--- config.mk ---
export PLATFORM = sky130hd
export DESIGN_NAME = imp_sqrt_pipe_rnd
export DESIGN_NICKNAME = d
export VERILOG_FILES = /design/src/rtl/imp_sqrt_pkg.sv /design/src/rtl/imp_sqrt_step.sv /design/src/rtl/imp_sqrt_pipe_rnd.sv
export SDC_FILE = /design/constraint.sdc
export NUM_CORES = 1
export LEC_CHECK = 0
export CORE_UTILIZATION = 33
export DETAILED_ROUTE_END_ITERATION = 10
export SKIP_CTS_REPAIR_TIMING = 1
export SLEW_MARGIN = 10
export SYNTH_ARGS = -nofsm -noshare
export SYNTH_HDL_FRONTEND = slang
export SYNTH_SLANG_ARGS = --single-unit
--- constraint.sdc ---
create_clock -name i_clk -period 2.1 [get_ports i_clk]
set_input_delay 0.315 -clock i_clk [delete_from_list [all_inputs] [get_ports i_clk]]
set_output_delay 0.315 -clock i_clk [all_outputs]
set_load 0.03 [all_outputs]
--- src/rtl/imp_sqrt_pkg.sv ---
// Shared definitions for the iterative integer square-root unit.
package imp_sqrt_pkg;

    typedef enum logic [1:0] {
        ST_IDLE  = 2'd0,
        ST_CALC  = 2'd1,
        ST_ROUND = 2'd2,
        ST_DONE  = 2'd3
    } state_e;

    localparam logic RND_FLOOR = 1'b0;
    localparam logic RND_NEAR  = 1'b1;

    // The digit-pair recurrence consumes two radicand bits per step,
    // so the radicand width must be even and give at least two steps.
    function automatic bit data_w_ok(input int w);
        return (w >= 4) && ((w % 2) == 0);
    endfunction

endpackage

--- src/rtl/imp_sqrt_step.sv ---
// One restoring digit-by-digit square-root step: brings in the next two
// radicand bits and decides the next root bit.
module imp_sqrt_step #(
    parameter int SQRT_W = 8
) (
    input  logic [SQRT_W+1:0] rem_i,
    input  logic [SQRT_W-1:0] root_i,
    input  logic [1:0]        pair_i,
    output logic [SQRT_W+1:0] rem_o,
    output logic [SQRT_W-1:0] root_o
);

    // One extra bit above {rem, pair} holds the borrow of the trial subtraction.
    localparam int TW = SQRT_W + 5;

    logic [TW-1:0] trial;
    logic [TW-1:0] sub;
    logic [TW-1:0] diff;
    logic          neg;
    logic          unused_bits;

    // Trial subtract {rem, pair} - {root, 01}; keep the difference when it is non-negative.
    always_comb begin
        trial = {1'b0, rem_i, pair_i};
        sub   = {3'b000, root_i, 2'b01};
        diff  = trial - sub;
        neg   = diff[TW-1];
        if (!neg) begin
            rem_o = diff[SQRT_W+1:0];
        end else begin
            rem_o = trial[SQRT_W+1:0];
        end
        root_o = {root_i[SQRT_W-2:0], ~neg};
    end

    // The remainder never exceeds 2*root, so these bits are always zero here,
    // and the partial root's top bit is still zero before every step.
    assign unused_bits = ^{trial[TW-1:SQRT_W+2], diff[TW-2:SQRT_W+2], root_i[SQRT_W-1]};

endmodule

--- src/rtl/imp_sqrt_pipe_rnd.sv ---
// Exact integer square root with floor / round-to-nearest selection and
// valid/ready handshakes on request and result sides.
// Handshake: a transfer happens on a rising clock edge where valid and ready
// are both high; a valid source holds its data stable until that edge.
module imp_sqrt_pipe_rnd
    import imp_sqrt_pkg::*;
#(
    parameter int DATA_W = 16
) (
    input  logic                i_clk,
    input  logic                i_rstn,
    input  logic                i_valid,
    output logic                o_ready,
    input  logic [DATA_W-1:0]   i_data,
    input  logic                i_rnd,
    output logic                o_valid,
    input  logic                i_ready,
    output logic [DATA_W/2-1:0] o_sqrt,
    output logic                o_sat
);

    localparam int SQRT_W = DATA_W / 2;
    localparam int CNT_W  = $clog2(SQRT_W + 1);

    if (!data_w_ok(DATA_W)) begin : g_bad_width
        $error("imp_sqrt_pipe_rnd: DATA_W must be even and >= 4");
    end

    state_e              state_q, state_d;
    logic [DATA_W-1:0]   opnd_q, opnd_d;
    logic                rnd_q, rnd_d;
    logic [SQRT_W+1:0]   rem_q, rem_d;
    logic [SQRT_W-1:0]   root_q, root_d;
    logic [CNT_W-1:0]    cnt_q, cnt_d;
    logic [SQRT_W-1:0]   res_q, res_d;
    logic                sat_q, sat_d;

    logic [SQRT_W+1:0]   step_rem;
    logic [SQRT_W-1:0]   step_root;
    logic                round_up;

    imp_sqrt_step #(
        .SQRT_W (SQRT_W)
    ) u_step (
        .rem_i  (rem_q),
        .root_i (root_q),
        .pair_i (opnd_q[DATA_W-1 -: 2]),
        .rem_o  (step_rem),
        .root_o (step_root)
    );

    // rem > root is the same test as x > root^2 + root, i.e. sqrt(x) >= root + 0.5.
    assign round_up = (rnd_q == RND_NEAR) && (rem_q > {2'b00, root_q});

    // Next-state and datapath: accept in IDLE, one root bit per CALC cycle,
    // one ROUND cycle, then hold the result in DONE until it is taken.
    always_comb begin
        state_d = state_q;
        opnd_d  = opnd_q;
        rnd_d   = rnd_q;
        rem_d   = rem_q;
        root_d  = root_q;
        cnt_d   = cnt_q;
        res_d   = res_q;
        sat_d   = sat_q;
        case (state_q)
            ST_IDLE: begin
                if (i_valid) begin
                    opnd_d  = i_data;
                    rnd_d   = i_rnd;
                    rem_d   = '0;
                    root_d  = '0;
                    cnt_d   = CNT_W'(SQRT_W);
                    state_d = ST_CALC;
                end
            end
            ST_CALC: begin
                opnd_d = {opnd_q[DATA_W-3:0], 2'b00};
                rem_d  = step_rem;
                root_d = step_root;
                cnt_d  = cnt_q - CNT_W'(1);
                if (cnt_q == CNT_W'(1)) begin
                    state_d = ST_ROUND;
                end
            end
            ST_ROUND: begin
                if (round_up && (&root_q)) begin
                    res_d = '1;
                    sat_d = 1'b1;
                end else if (round_up) begin
                    res_d = root_q + SQRT_W'(1);
                    sat_d = 1'b0;
                end else begin
                    res_d = root_q;
                    sat_d = 1'b0;
                end
                state_d = ST_DONE;
            end
            ST_DONE: begin
                if (i_ready) begin
                    res_d   = '0;
                    sat_d   = 1'b0;
                    state_d = ST_IDLE;
                end
            end
            default: state_d = ST_IDLE;
        endcase
    end

    // State and datapath registers; reset aborts any request in flight.
    always_ff @(posedge i_clk or negedge i_rstn) begin
        if (!i_rstn) begin
            state_q <= ST_IDLE;
            opnd_q  <= '0;
            rnd_q   <= 1'b0;
            rem_q   <= '0;
            root_q  <= '0;
            cnt_q   <= '0;
            res_q   <= '0;
            sat_q   <= 1'b0;
        end else begin
            state_q <= state_d;
            opnd_q  <= opnd_d;
            rnd_q   <= rnd_d;
            rem_q   <= rem_d;
            root_q  <= root_d;
            cnt_q   <= cnt_d;
            res_q   <= res_d;
            sat_q   <= sat_d;
        end
    end

    assign o_ready = (state_q == ST_IDLE);
    assign o_valid = (state_q == ST_DONE);
    assign o_sqrt  = o_valid ? res_q : '0;
    assign o_sat   = o_valid & sat_q;

endmodule

==> summary.txt <==
Logic synthesis
  – Main synth FF type: dfrtp_1
  – Most numerous cell in the Yosys netlist: nand2_1
  – Area leader, netlist: dfrtp_1
  – Post-synth EDFFs: 0
  – Syn nets: 370
  – Post-Syn Instances: 332
  – Flops & latches, synth: 50
  – Seq/Total Area, Yosys: 41.7%
  – Post-Synthesis Cell Area: 0.00300 sq mm
  – Ys async rst share: 100%
  – Synth unique cells: 44
  – Synth top area cells: dfrtp_1 42%, mux2i_1 7.7%, o21ai_0 7.2%, ha_1 7.1%, nand2_1 7.0%
  – Syn avg cell area: 9.04 sq um
  – Yosys warning total: 0
  – Post-synth top area share: 41.7%
  – Top post-synthesis cells by count: 56 x nand2_1, 50 x dfrtp_1, 43 x o21ai_0

Critical path
  – Crit path DAT: 2380 ps
  – Buf/Inv on CP: 3
  – Worst path top cell family by delay: compound AO/OA/AOI/OAI gates
  – Critical-path top delay cell: dfrtp_1
  – Reg2reg end: res_q[0]$_DFFE_PN0P_
  – Worst-path maximum fanout: 5
  – CP Data Required Time: 2320 ps
  – Largest stage delay on the critical path: 460 ps
  – Critical Path Sink: res_q[0]$_DFFE_PN0P_
  – Critical path type: register to register
  – Crit-path cells: ha_4 -> and4_4 -> a32o_2 -> a311oi_4 -> buf_6 -> buf_4 -> buf_4 -> nor2_1 -> o41ai_2
  – Startpoint type of the worst setup path: register
  – Critical register-to-register path startpoint: rem_q[2]$_DFFE_PN0P_
  – Setup slack, reg-to-reg: -60 ps
  – CP endpoint kind: register
  – CP Depth: 9
  – Worst Setup SP: rem_q[2]$_DFFE_PN0P_
  – Most frequent CP cell: buf_4
  – R2R cell count: 9

STA
  – Final hold violations: 0
  – Tcrit/Tclk final: 103%
  – Clock Skews: 12.6 ps
  – Unrepaired setup endpoints after global routing: yes
  – Final setup violation count: 3
  – Worst slew pin tran: 653 ps
  – Worst setup margin: -57.1 ps
  – Slew Limit Fails: 0
  – Fmax: 0.464 GHz
  – Min cycle time layout: 2160 ps
  – Final hold slack: 90.7 ps
  – Max-slew headroom: 56.5%

Run status
  – Result of the run: finished, violations left
  – Failing checks: setup timing

Drt
  – DRC: 0
  – DR pass1 iterations: 4
  – Post-route ant nets: 0
  – Vias: 2,593
  – Vias per cell: 5.04
  – Initial DRC count: 102
  – Drt wl/cell: 13.8 um
  – Routed WL: 7.10 mm

Cells and area
  – Fin nets: 443
  – Layout cell share with drive strength beyond 1: 23.2%
  – Finished Cell Area: 0.00410 sq mm
  – Filler Cells Inserted: 830
  – P&R area growth vs syn: 36.7%
  – Diodes inserted: 0

Placed design
  – Placer Congestion: 0.840
  – Buffers on Ports: 31
  – Area after DPL: 0.00380 sq mm
  – Post-DP HPWL: 5.19 mm

Floorplan
  – Die area: 0.00948 sq mm
  – Die Y: 97.4 um
  – Core area: 0.00876 sq mm
  – Initial Util: 34.2%
  – IO Count: 32
  – Die extent in x: 97.4 um
  – Row count: 34

GRT
  – GRT overflow: 0
  – Global-route wire length before repair: 12.1 mm
  – GRT Util Overall: 15.5%
  – Pin count of the biggest net entering global routing: 51
  – Initial antenna violation count: 0
  – Vias in the first global route: 2,494

CTS
  – Max H-tree Level: 2
  – Clk_lat worst skew: 320 ps
  – Clk buf depth: 2
  – # clock sinks: 50
  – Clock transition at path regs: 110 ps
  – CTS tree: built
  – CTS buffer count: 5
  – CTS root buf: clkbuf_8

Power
  – Peak VDD IR: 0.621 mV
  – Static leakage: 0.00196 uW
  – Pwr Density: 1650 mW/mm^2

Min path
  – Hold WC Path Type: input port to asynchronous set/reset pin

Job
  – Total of max-cap violations: 0
[through the flow]
| stage | util [%] | TNS, ps | cells | worst slack [ps] | total power [uW] |
|---|---|---|---|---|---|
| after global routing | 46.8 | -581 | 514 | -131 | 7350 |
| after global placement | 43.3 | -94.0 | 503 | -33.5 | 5490 |
| final | 46.8 | -106 | 514 | -57.1 | 6750 |
| after detailed placement | 43.3 | -127 | 503 | -43.6 | 5540 |
| after floorplan | - | -4.26 | 332 | -4.26 | 4140 |
| after CTS | 44.7 | -2570 | 511 | -254 | 6300 |
[cell families (layout without fill, tap and decap cells)]
family          Yosys count  count (layout)  share of synthesized area, %
fa+ha+maj                17              17                          7.09
flops                    50              50                          41.7
mux                      25              25                          8.42
xor+xnor                  6               6                          1.75
buf+inv                  32             106                          4.00
compound gates           91              91                          20.0
simple gates            111             111                          17.0
[layer usage]
metal | vias to the layer above | GRT usage [%] | part of all wire [%]
met1 | 1226 | 21.7 | 50
met2 | 46 | 25.1 | 46
met4 | 0 | 3.73 | 1.1
met3 | 7 | 2.66 | 3.3
met5 | - | 0 | 0
li1 | 1314 | - | -
[report_power, final]
group          switching, uW  internal, uW
clock                    360           364
combinational           2230          2190
sequential               278          1320
[sequential cells by signal (all words and copies together) (netlist names)]
name     count
sat_q        1
root_q       8
rnd_q        1
rem_q       10
cnt_q        4
state_q      2
res_q        8
opnd_q      16
[worst min-delay path by stage]
| stage | start | end | slack, ps | cells past startpoint |
|---|---|---|---|---|
| floorplan | i_rstn | cnt_q[0]$_DFFE_PN0P_ | 20 | 0 |
| global placement | opnd_q[11]$_DFFE_PN0P_ | opnd_q[11]$_DFFE_PN0P_ | 460 | 2 |
| detailed placement | res_q[7]$_DFFE_PN0P_ | res_q[7]$_DFFE_PN0P_ | 470 | 2 |
| CTS | i_rstn | state_q[0]$_DFFE_PN0P_ | 120 | 2 |
| global route | i_rstn | state_q[0]$_DFFE_PN0P_ | 150 | 2 |
| finish | i_rstn | cnt_q[2]$_DFFE_PN0P_ | 90 | 2 |
[worst register-to-register path, stage by stage (launching register included)]
cell      delay [ps]
dfrtp_1          460
ha_4             270
and4_4           210
a32o_2           270
a311oi_4         290
buf_6            150
buf_4            100
buf_4             90
nor2_1            40
o41ai_2          180
[cells in the final DEF, fill, tap and decap left out, types with 3 or more instances in the layout]
cell              n
buf_6             3
nand4_1           7
ha_4              8
nand2_1          56
nor2_1           16
and2_1           11
a21oi_1          10
ha_1              8
o21ai_0          36
inv_2             5
nor2b_1           4
nand2b_1          3
dfrtp_1          50
nor3_1            3
inv_1            14
clkdlybuf4s50_1  20
buf_4            43
xnor2_1           5
o21ai_1          13
nand3_1           4
dlymetal6s2s_1   10
clkbuf_8          5
mux2i_1          22
[cell type report]
class                      instances  area [sq um]  area share [%]
clock inverter                     3          47.5            1.16
clock buffer                       5          68.8            1.68
inverter                          19          71.3            1.74
timing repair buffer              79           712            17.4
multi-input combinational        250          1810            44.2
tap                              108           135            3.30
sequential                        50          1250            30.5
(Power assumes the default switching activity.)
